[src/rtl/muldiv_pkg.sv]
// ============================================================================
// Module  : muldiv_pkg
// Brief   : Shared op codes, FSM state encoding and default width for the
//           multi-cycle multiply/divide sequencer.
// Revision: 1.0
// ============================================================================
`default_nettype none

package muldiv_pkg;

  localparam int MULDIV_W = 32;

  localparam logic [2:0] OP_MULT  = 3'd1;
  localparam logic [2:0] OP_MULTU = 3'd2;
  localparam logic [2:0] OP_DIV   = 3'd3;
  localparam logic [2:0] OP_DIVU  = 3'd4;
  localparam logic [2:0] OP_MTHI  = 3'd5;
  localparam logic [2:0] OP_MTLO  = 3'd6;

  typedef enum logic [1:0] {
    S_IDLE = 2'd0,
    S_CALC = 2'd1,
    S_FIX  = 2'd2
  } state_t;

endpackage

`default_nettype wire

[src/rtl/muldiv_step.sv]
// ============================================================================
// Module  : muldiv_step
// Brief   : One radix-2 iteration on {acc, q}: shift-add for multiply,
//           restoring subtract-compare-shift for divide.
// Revision: 1.0
// ============================================================================
`default_nettype none

module muldiv_step #(
  parameter int WIDTH = 32
) (
  input  logic             is_div,
  input  logic [WIDTH-1:0] acc,
  input  logic [WIDTH-1:0] q,
  input  logic [WIDTH-1:0] m,
  output logic [WIDTH-1:0] acc_next,
  output logic [WIDTH-1:0] q_next
);

  logic [WIDTH:0]   sum;
  logic [WIDTH:0]   shifted;
  logic [WIDTH-1:0] diff;
  logic             ge;

  always_comb begin
    sum      = {1'b0, acc} + {1'b0, (q[0] ? m : '0)};
    shifted  = {acc, q[WIDTH-1]};
    ge       = (shifted >= {1'b0, m});
    // partial remainder stays below m, so the low WIDTH bits hold the exact difference
    diff     = shifted[WIDTH-1:0] - m;
    acc_next = sum[WIDTH:1];
    q_next   = {sum[0], q[WIDTH-1:1]};
    if (is_div) begin
      acc_next = ge ? diff : shifted[WIDTH-1:0];
      q_next   = {q[WIDTH-2:0], ge};
    end
  end

endmodule

`default_nettype wire

[src/rtl/muldiv_sequencer.sv]
// ============================================================================
// Module  : muldiv_sequencer
// Brief   : Multi-cycle MULT/MULTU/DIV/DIVU engine with HI/LO registers.
//           Optional macro MULDIV_DIVZERO_EN: fast divide-by-zero path.
// Revision: 1.0
// ============================================================================
`default_nettype none

module muldiv_sequencer
  import muldiv_pkg::*;
#(
  parameter int WIDTH = MULDIV_W
) (
  input  logic             clk,
  input  logic             rst,
  input  logic             start,
  input  logic [2:0]       op,
  input  logic [WIDTH-1:0] x,
  input  logic [WIDTH-1:0] y,
  input  logic             flush,
  output logic             busy,
  output logic             done,
  output logic             div_zero,
  output logic [WIDTH-1:0] hi,
  output logic [WIDTH-1:0] lo
);

  localparam int CNT_W = $clog2(WIDTH);

  state_t           state, state_next;
  logic [CNT_W-1:0] count;
  logic [WIDTH-1:0] acc, q, m, acc_next, q_next;
  logic             is_div, neg_a, neg_b, dz;
  logic             accept, write_mt, dz_skip;
  logic             is_muldiv_op, is_signed_op, is_div_op;
  logic [WIDTH-1:0] mag_x, mag_y;
  logic [2*WIDTH-1:0] prod, prod_fix;
  logic [WIDTH-1:0] quo_fix, rem_fix;

  assign is_signed_op = (op == OP_MULT) || (op == OP_DIV);
  assign is_div_op    = (op == OP_DIV)  || (op == OP_DIVU);
  assign is_muldiv_op = is_signed_op || is_div_op || (op == OP_MULTU);
  assign mag_x        = (is_signed_op && x[WIDTH-1]) ? -x : x;
  assign mag_y        = (is_signed_op && y[WIDTH-1]) ? -y : y;

`ifdef MULDIV_DIVZERO_EN
  assign dz_skip = is_div_op && (y == '0);
`else
  assign dz_skip = 1'b0;
`endif

  assign busy     = (state != S_IDLE);
  assign prod     = {acc, q};
  assign prod_fix = (neg_a ^ neg_b) ? -prod : prod;
  assign quo_fix  = (neg_a ^ neg_b) ? -q : q;
  assign rem_fix  = neg_a ? -acc : acc;

  muldiv_step #(.WIDTH(WIDTH)) u_step (
    .is_div   (is_div),
    .acc      (acc),
    .q        (q),
    .m        (m),
    .acc_next (acc_next),
    .q_next   (q_next)
  );

  always_ff @(posedge clk or posedge rst) begin
    if (rst) state <= S_IDLE;
    else     state <= state_next;
  end

  always_comb begin
    state_next = state;
    accept     = 1'b0;
    write_mt   = 1'b0;
    case (state)
      S_IDLE: begin
        if (start && !flush) begin
          if (is_muldiv_op) begin
            accept     = 1'b1;
            state_next = dz_skip ? S_FIX : S_CALC;
          end else if ((op == OP_MTHI) || (op == OP_MTLO)) begin
            write_mt = 1'b1;
          end
        end
      end
      S_CALC: begin
        if (flush)              state_next = S_IDLE;
        else if (count == '0)   state_next = S_FIX;
      end
      S_FIX:   state_next = S_IDLE;
      default: state_next = S_IDLE;
    endcase
  end

  always_ff @(posedge clk or posedge rst) begin
    if (rst) begin
      count    <= '0;
      acc      <= '0;
      q        <= '0;
      m        <= '0;
      is_div   <= 1'b0;
      neg_a    <= 1'b0;
      neg_b    <= 1'b0;
      dz       <= 1'b0;
      done     <= 1'b0;
      div_zero <= 1'b0;
      hi       <= '0;
      lo       <= '0;
    end else begin
      done     <= 1'b0;
      div_zero <= 1'b0;
      if (accept) begin
        is_div <= is_div_op;
        neg_a  <= is_signed_op & x[WIDTH-1];
        neg_b  <= is_signed_op & y[WIDTH-1];
        dz     <= dz_skip;
        acc    <= '0;
        count  <= CNT_W'(WIDTH - 1);
        m      <= is_div_op ? mag_y : mag_x;
        // divide-by-zero shortcut keeps raw x in q so it can be written to hi
        q      <= dz_skip ? x : (is_div_op ? mag_x : mag_y);
      end else if (state == S_CALC) begin
        acc <= acc_next;
        q   <= q_next;
        if (count != '0) count <= count - 1'b1;
      end
      if (write_mt) begin
        if (op == OP_MTHI) hi <= x;
        else               lo <= x;
      end
      if ((state == S_FIX) && !flush) begin
        done     <= 1'b1;
        div_zero <= dz;
        if (dz) begin
          hi <= q;
          lo <= '1;
        end else if (is_div) begin
          hi <= rem_fix;
          lo <= quo_fix;
        end else begin
          {hi, lo} <= prod_fix;
        end
      end
    end
  end

endmodule

`default_nettype wire

[config.mk]
export PLATFORM = sky130hd
export DESIGN_NAME = muldiv_sequencer
export DESIGN_NICKNAME = d
export VERILOG_FILES = /design/src/rtl/muldiv_pkg.sv /design/src/rtl/muldiv_step.sv /design/src/rtl/muldiv_sequencer.sv
export SDC_FILE = /design/constraint.sdc
export NUM_CORES = 1
export LEC_CHECK = 0
export BUFFER_PORTS_ARGS = -buffer_cell sky130_fd_sc_hd__buf_2
export CORE_UTILIZATION = 45
export DETAILED_ROUTE_END_ITERATION = 8
export GPL_TIMING_DRIVEN = 0
export PLACE_DENSITY = 0.6
export SLEW_MARGIN = 0
export SYNTH_ARGS = -nofsm -noshare
export SYNTH_HDL_FRONTEND = slang
export SYNTH_SLANG_ARGS = --single-unit
[constraint.sdc]
create_clock -name clk -period 7.1 [get_ports clk]
set_input_delay 1.42 -clock clk [delete_from_list [all_inputs] [get_ports clk]]
set_output_delay 1.42 -clock clk [all_outputs]
set_load 0.02 [all_outputs]
### Yosys cells after proc, flatten, opt, wreduce, memory -nomap -nowiden

Index checks and enable logic that the tools add are counted.

| storage, ports and cells | value |
|---|---|
| bits in registers | 171 |
| bits of input ports | 71 |
| word-level logic and storage cells | 96 |

| operators by class | value |
|---|---|
| reductions and logical operators | 22 |
| add/sub/neg operators | 8 |
| muxes and demuxes | 39 |
| order comparisons | 1 |
| eq/ne operators | 12 |
| bitwise gates (word level) | 3 |

Operator list:

| kind | count |
|---|---|
| two-way mux 32 bit | 22 |
| negation 32 bit | 4 |
| two-way mux 64 bit | 1 |
| negation 64 bit | 1 |
| adder 32 x 32 -> 33 bit | 1 |
| greater-or-equal comparator 33 x 32 -> 1 bit | 1 |
| subtractor 32 bit | 1 |
| two-way mux 5 bit | 3 |
| nonzero test 2 bit | 5 |
| equality test 3 bit (second input constant) | 3 |
| two-way mux 1 bit | 8 |
| two-way mux 2 bit | 4 |
| equality test 3 x 2 -> 1 bit (second input constant) | 2 |
| AND reduction 2 bit | 3 |
| zero test 5 bit | 1 |
| logical OR 1 bit | 5 |
| nonzero test 5 bit | 1 |
| subtractor 5 x 1 -> 5 bit (second input constant) | 1 |
| logical AND 1 bit | 4 |
| != test 2 bit (second input constant) | 2 |
| case mux 2 bit (2 select lines) | 1 |
| equality test 3 x 1 -> 1 bit (second input constant) | 1 |
| != test 3 bit (second input constant) | 1 |
| AND reduction 3 bit | 1 |
| 7 further kinds | 8 |

### Longest topological paths before layout

Gate-level depths: netlist (run 1).

| depth | value |
|---|---|
| depth in word-level cells | 9 |
| depth in mapped cells | 14 |

### By module

Synthesis (run 1) repeated with hierarchy kept, for this count alone.

| second synthesis, totals | value |
|---|---|
| cell total of the unflattened synthesis | 1,902 |
| area, all modules | 15,418.5 µm² |

Modules (own cells, without submodules):

| module | instances | cells each | area an instance (µm²) |
|---|---|---|---|
| muldiv_sequencer | 1 | 1,197 | 10,551.4 |
| muldiv_step | 1 | 705 | 4,867.2 |

### Worst setup path after synthesis (run 1)

No wires, ideal clock.

| timing | value |
|---|---|
| kind | input port to flip-flop |
| start point | input x[2] |
| end point | register q[29] |
| arrival | 3.302 ns |
| setup slack | 3.663 ns |
| setup time | 0.135 ns |
| cell stages on the path | 10 |
| data required time | 6.965 ns |
| cells stage by stage | clkbuf_1 nor4_1 nand4_1 nor2_1 nand3b_1 o41ai_1 xor2_1 nand2_1 o211ai_1 o21ai_0 |

| on the way | value |
|---|---|
| word-level cells in the longest chain between the ends | 4 |

Ends and longest elaborated chain:

| element | line | text |
|---|---|---|
| start, declared | muldiv_sequencer.sv:18 | `input logic [WIDTH-1:0] x,` |
| negation 32 bit | muldiv_sequencer.sv:43 | `assign mag_x = (is_signed_op && x[WIDTH-1]) ? -x : x;` |
| two-way mux 32 bit | muldiv_sequencer.sv:43 |  |
| two-way mux 32 bit | muldiv_sequencer.sv:122 | `q <= dz_skip ? x : (is_div_op ? mag_x : mag_y);` |
| two-way mux 32 bit | muldiv_sequencer.sv:113 | `if (accept) begin` |
| end signal, assigned | muldiv_sequencer.sv:122 |  |
| end signal, assigned | muldiv_sequencer.sv:125 | `q <= q_next;` |
| end, declared | muldiv_sequencer.sv:32 | `logic [WIDTH-1:0] acc, q, m, acc_next, q_next;` |

Every way passes these cells.
A chain may end at the register's enable or synchronous reset.

### Final worst setup path (run 1)

| timing | value |
|---|---|
| start point | register q[0] |
| end point | register acc[25] |

| on the way | value |
|---|---|
| word-level cells in the longest chain between the ends | 5 |

Ends and longest elaborated chain:

| element | line | text |
|---|---|---|
| two-way mux 32 bit | muldiv_step.sv:26 | `sum = {1'b0, acc} + {1'b0, (q[0] ? m : '0)};` |
| adder 32 x 32 -> 33 bit | muldiv_step.sv:26 |  |
| two-way mux 32 bit | muldiv_step.sv:33 | `if (is_div) begin` |
| two-way mux 32 bit | muldiv_sequencer.sv:123 | `end else if (state == S_CALC) begin` |
| two-way mux 32 bit | muldiv_sequencer.sv:113 |  |
| end signal, assigned | muldiv_sequencer.sv:124 | `acc <= acc_next;` |
| end, declared | muldiv_sequencer.sv:32 |  |

Every way passes these cells. The select of a mux whose other input is x is not followed.

==> results_dict.tcl, run 1 <==
set metrics [dict create \
    p_per_area_nw_per_um2 420 \
    power_mw 7.02 \
    drc_errors 0 \
    setup-violations-final 0 \
    crit_path_end "acc[25]$_DFFE_PP0P_" \
    finalHoldViolations 0 \
    critPathKind "reg2reg" \
    reg2reg_slack_ns 2.52 \
    placementRows 66 \
    avgSynthCellArea_um2 7.88 \
    synth_top_area_cell "dfrtp_1" \
    synthDistinctLibCells 78 \
    htree_num_levels 4 \
    yosysMostFrequentCell "nand2_1" \
    max-cap-violations 0 \
    synth_top_area_share_pct 28.7 \
    clk_path_buf_depth 2 \
    syn_area_um2 14900 \
    post_cts_resize_count 0 \
    clock_latency_ns 0.48 \
    cts_num_sinks 171 \
    dr.pass1.iters 6 \
    synth-edff-count 0 \
    irDropWorstVdd_mv 0.216 \
    core_area_um2 32500 \
    final_area_um2 16700 \
    crit_required_ns 7.42 \
    drive_above_1_share_pct 9.50 \
    place_area_um2 16100 \
    regToRegStartpoint "q[0]$_DFFE_PP0P_" \
    whs_ns 0.485 \
    cp-end-kind "register" \
    power_leakage_nw 7.03 \
    ys_seq_elements 171 \
    vias_per_cell 6.23 \
    cp_cell_sequence "inv_1, clkbuf_1, nor2_1, ha_1, a2111oi_0, inv_1, o211ai_1, a2111oi_0, nor3_1, o21ai_1, a221oi_1, mux2i_1, o211ai_1" \
    yosysWarnings 0 \
    cts_hold_buf 0 \
    dpl.hpwl_um 47800 \
    fin_ws_ns 2.52 \
    post-cts-setup-buffers 0 \
    hp-class "reg2reg" \
    fp.dieH_um 184 \
    critPathMaxFanout 10 \
    slew_viol_final 0 \
    cp-start-kind "register" \
    fin_crit_ns 4.58 \
    cts-buffers-inserted 17 \
    antenna_found_initial 2 \
    syn_nets 2033 \
    slowest_stage "dfrtp_1" \
    max_slew_margin_pct 26.9 \
    dieWidth_um 184 \
    slowest_delay_ns 0.52 \
    clkTransAtPathRegs_ns 0.09 \
    grt_pass1_wl_um 90800 \
    reg2reg_to "acc[25]$_DFFE_PP0P_" \
    fill_cells 3331 \
    synthTopCellsByArea "dfrtp_1 29%, o21ai_0 6.4%, mux2i_1 6.2%" \
    ys_top_cells_by_count "203 x nand2_1, 191 x o21ai_0, 171 x dfrtp_1, 170 x a21oi_1, 169 x nor2_1" \
    ioPinCount 138 \
    grt_start_max_net_pins 109 \
    die-area_um2 33800 \
    portBuffers 132 \
    rsz0062_at_grt "false" \
    wire_per_inst_um 24.6 \
    grt_overflow 0 \
    fin_nets 2185 \
    worstPathArrival_ns 4.91 \
    grt_use_total_pct 36.6 \
    cts_tree "done" \
    max_freq_mhz 218 \
    synthArstFlopShare_pct 100 \
    seq_area_frac_synth_pct 28.7 \
    syn_inst 1890 \
    cp-startpoint "q[0]$_DFFE_PP0P_" \
    grt_pass1_vias 14200 \
    totalWireLength_um 61300 \
    vias 15500 \
    fin_skew_ns 0.0191 \
    drtIter0Drc 1825 \
    finalCoreUtilization_pct 51.4 \
    reg2regPathDepth 13 \
    ant_nets 0 \
    start_util_pct 45.8 \
    worst_pin_slew_ns 1.09 \
    post-place-ws_ns 2.69 \
    status "complete, no violations" \
    area_growth_pct 12.3 \
    cts_root_buf "clkbuf_16" \
    finalCritPeriodShare_pct 64.5 \
    synth_flop_cell "dfrtp_1" \
    gp_congestion 0.958 \
]
[how the worst min path moves through the flow]
stage / startpoint / to / depth (start not counted)
after global placement: m[2]$_DFFE_PP0P_ / m[2]$_DFFE_PP0P_ / 2
after CTS: m[16]$_DFFE_PP0P_ / m[16]$_DFFE_PP0P_ / 2
after detailed placement: m[16]$_DFFE_PP0P_ / m[16]$_DFFE_PP0P_ / 2
after floorplan: m[10]$_DFFE_PP0P_ / m[10]$_DFFE_PP0P_ / 2
final: m[20]$_DFFE_PP0P_ / m[20]$_DFFE_PP0P_ / 2
after global routing: m[31]$_DFFE_PP0P_ / m[31]$_DFFE_PP0P_ / 2
[area by class of cell]
| class | count | area, um^2 | share of cell area (%) |
|---|---|---|---|
| inverters | 66 | 255 | 1.53 |
| well taps | 442 | 553 | 3.31 |
| multi-input cells | 1537 | 9910 | 59.3 |
| clock buffers | 18 | 429 | 2.57 |
| flip-flops and latches | 171 | 4280 | 25.6 |
| diodes | 2 | 5.00 | 0.0299 |
| repair buffers | 133 | 688 | 4.11 |
| clock inverters | 12 | 143 | 0.853 |
| plain buffers | 116 | 462 | 2.76 |
[sequential cells by signal, summed over array words and instances, names as in the netlist]
signal  cells
done        1
state       2
count       5
m          32
hi         32
q          32
neg_b       1
is_div      1
lo         32
acc        32
neg_a       1
[power by group]
part	internal, mW	total [mW]	switching [mW]
clock	0.521	1.00	0.481
combinational	1.60	4.24	2.64
sequential	1.29	1.79	0.500
[metrics by stage]
stage	cells	TNS, ns
6_report	2497	0
5_1_grt	2497	0
4_1_cts	2495	0
3_5_place_dp	2465	0
3_3_place_gp	2464	-235.86
2_1_floorplan	1890	0
[layer usage]
| metal | global-route usage [%] | part of all wire [%] | up-vias |
|---|---|---|---|
| met4 | 12.8 | 3.2 | 0 |
| met2 | 53.4 | 42 | 855 |
| li1 | - | - | 7099 |
| met1 | 53.3 | 45 | 7491 |
| met3 | 6.83 | 9.5 | 100 |
| met5 | 0 | 0 | - |
[worst max-delay path, delay by kind of cell, from the launching register on]
kind                     cells  cell delay [ns]
flip-flops                   1             0.52
AND/OR/NAND/NOR              2             0.56
adder cells (fa/ha/maj)      1             0.39
buffers and inverters        3             0.79
AO/OA/AOI/OAI                6             1.86
multiplexers                 1             0.29
[placed cells by master (no fill, tap or decap), drive strengths merged, types with 24 or more instances in the layout]
| master | instances |
|---|---|
| xor2 | 80 |
| xnor2 | 99 |
| o31ai | 26 |
| nand3 | 26 |
| nand2 | 203 |
| nor3 | 34 |
| buf | 162 |
| inv | 69 |
| o21ai | 203 |
| mux2i | 92 |
| ha | 70 |
| nor2 | 170 |
| a211oi | 31 |
| o211ai | 43 |
| a21oi | 172 |
| dfrtp | 171 |
| clkbuf | 105 |
| nor2b | 35 |
| a31oi | 24 |
[logic make-up after synthesis]
kind of cell / count (synthesis) / synth area share (%)
DFF: 171 / 28.7
adders and majority gates: 72 / 6.15
other: 1 / 0.0252
muxes: 94 / 6.33
and+or+nand+nor: 585 / 18.7
xor gates and xnor gates: 179 / 10.5
AOI/OAI and AO/OA: 606 / 24.8
buffers and inverters: 182 / 4.76
Power figures use the tool's default switching activity.
==> run 2, diff against run 1 <==
--- a/config.mk
+++ b/config.mk
@@ -9,7 +9,7 @@
 export CORE_UTILIZATION = 45
 export DETAILED_ROUTE_END_ITERATION = 8
 export GPL_TIMING_DRIVEN = 0
-export PLACE_DENSITY = 0.6
+export PLACE_DENSITY = 0.63
 export SLEW_MARGIN = 0
 export SYNTH_ARGS = -nofsm -noshare
 export SYNTH_HDL_FRONTEND = slang
==> constraint.sdc (replaced) <==
create_clock -name clk -period 4.2 [get_ports clk]
set_input_delay 0.84 -clock clk [delete_from_list [all_inputs] [get_ports clk]]
set_output_delay 0.84 -clock clk [all_outputs]
set_load 0.02 [all_outputs]
==> results_dict.tcl, run 2 (same netlist as run 1, synthesis figures left out) <==
set metrics [dict create \
    status "complete, no violations" \
    dieWidth_um 184 \
    layoutNonFillerInstCount 2502 \
    max_freq_mhz 251 \
    clk_path_buf_depth 2 \
    die-area_um2 33800 \
    vias 15400 \
    worstPathArrival_ns 4.30 \
    antenna_found_initial 3 \
    portBuffers 132 \
    critPathKind "reg2reg" \
    path_common_cell "inv_1" \
    cts_root_buf "clkbuf_16" \
    start_util_pct 45.8 \
    crit_family "compound AO/OA/AOI/OAI gates" \
    regArea_um2 4280 \
    cts-buffers-inserted 17 \
    fin_ws_ns 0.223 \
    slowest_stage "dfrtp_1" \
    path_buf_inv 3 \
    hp-class "reg2reg" \
    dr.pass1.iters 8 \
    gp_congestion 1.01 \
    finalCritPeriodShare_pct 94.7 \
    post-place-ws_ns 0.114 \
    grt_start_max_net_pins 42 \
    clkTransAtPathRegs_ns 0.07 \
    cp_cell_sequence "inv_1, clkbuf_2, nor2_1, ha_1, a2111oi_0, inv_1, o211ai_1, a2111oi_1, o31ai_1, a31oi_1, and3_1, o21ai_0, a22oi_1" \
    core_area_um2 32500 \
    finalHoldViolations 0 \
    grt_pass1_vias 14100 \
    grt_overflow 0 \
    p_per_area_nw_per_um2 696 \
    cts_tree "done" \
    placementRows 66 \
    setup-violations-final 0 \
    cts_num_sinks 171 \
    grt_use_total_pct 34.3 \
    fin_nets 2188 \
    slowest_delay_ns 0.59 \
    clock_latency_ns 0.45 \
    ioPinCount 138 \
    cp-start-kind "register" \
    drtIter0Drc 1740 \
    drc_errors 0 \
    drive_above_1_share_pct 9.77 \
    placedCellCount 2468 \
    irDropWorstVdd_mv 0.352 \
    fill_cells 3285 \
    max-cap-violations 0 \
    dpl.hpwl_um 46100 \
    multi_input_area_um2 9920 \
    fin_crit_ns 3.98 \
    slew_viol_final 0 \
    cp-end-kind "register" \
    fp.dieH_um 184 \
    worst_pin_slew_ns 1.19 \
    max_slew_margin_pct 19.9 \
    critPathMaxFanout 10 \
    area_growth_pct 12.6 \
    ant_nets 0 \
    totalWireLength_um 57900 \
    wire_per_inst_um 23.1 \
    power_leakage_nw 7.04 \
    fin_skew_ns 0.0182 \
    grt_pass1_wl_um 86700 \
    whs_ns 0.487 \
    crit_required_ns 4.52 \
    htree_num_levels 4 \
    final_common_cell "nand2_1" \
    final_cell_mix "203 x nand2_1, 191 x o21ai_0, 171 x dfrtp_1" \
    vias_per_cell 6.16 \
]
[run 2: changes by cell type in the layout (fill, tap and decap cells not counted), moves of 2 or more]
cell,before,now
inv_8,3,1
inv_6,1,5
clkinvlp_4,2,4
clkinv_2,2,0
buf_12,0,4
[run 2: metrics by stage]
step                      util, %  cell area (um^2)  power (mW)  setup TNS, ns
after floorplan                 -             14900        7.77              0
after global placement       49.5             16100        9.77          -6.02
after detailed placement     49.8             16200        9.86              0
after CTS                    51.5             16800        11.5              0
after global routing         51.6             16800        12.4       -0.00940
final                        51.6             16800        11.7              0
[run 2: layer usage]
metal | up-vias | part of all wire, % | global-route usage [%]
li1 | 7098 | - | -
met1 | 7367 | 44 | 48.4
met2 | 838 | 43 | 51.4
met3 | 115 | 9.6 | 6.44
met4 | 2 | 3.7 | 13.3
met5 | - | 0.083 | 0
[run 2: report_power, final]
part           leakage, nW  total, mW  internal [mW]  switching (mW)
clock                0.268       1.63          0.835           0.797
combinational         4.63       7.04           2.71            4.33
sequential            2.14       3.01           2.17           0.837
total                 7.04       11.7           5.72            5.97
[run 2: worst paths after layout]
kind | start | endpoint | slack (ns) | depth (start not counted)
max | q[0]$_DFFE_PP0P_ | acc[31]$_DFFE_PP0P_ | 0.22 | 13
max reg2reg | q[0]$_DFFE_PP0P_ | acc[31]$_DFFE_PP0P_ | 0.22 | 13
min | m[31]$_DFFE_PP0P_ | m[31]$_DFFE_PP0P_ | 0.49 | 2
min reg2reg | m[31]$_DFFE_PP0P_ | m[31]$_DFFE_PP0P_ | 0.49 | 2
max in group asynchronous | rst | m[24]$_DFFE_PP0P_ | 2.46 | 5
min in group asynchronous | rst | hi[23]$_DFFE_PP0P_ | 0.50 | 2
[run 2: timing repair]
action | CTS | global route
setup buffers | 0 | 0
resized for setup | 0 | 4
endpoints found under the setup margin | 0 | 10
endpoints found under the hold margin | 0 | 0
hold buffers | 0 | 0
[run 2: final cells by class]
type	instances	share of cell area (%)
Clock buffer	19	2.58
Tap cell	442	3.30
Clock inverter	13	0.798
Antenna cell	2	0.0298
Buffer	116	2.76
Inverter	66	1.50
Multi-Input combinational cell	1537	59.1
Sequential cell	171	25.5
Timing Repair Buffer	136	4.41
[run 2: worst min-delay path, stage by stage (launching register included)]
cell	delay (ns)
dfrtp_1	0.35
nand2_1	0.05
o21ai_0	0.06
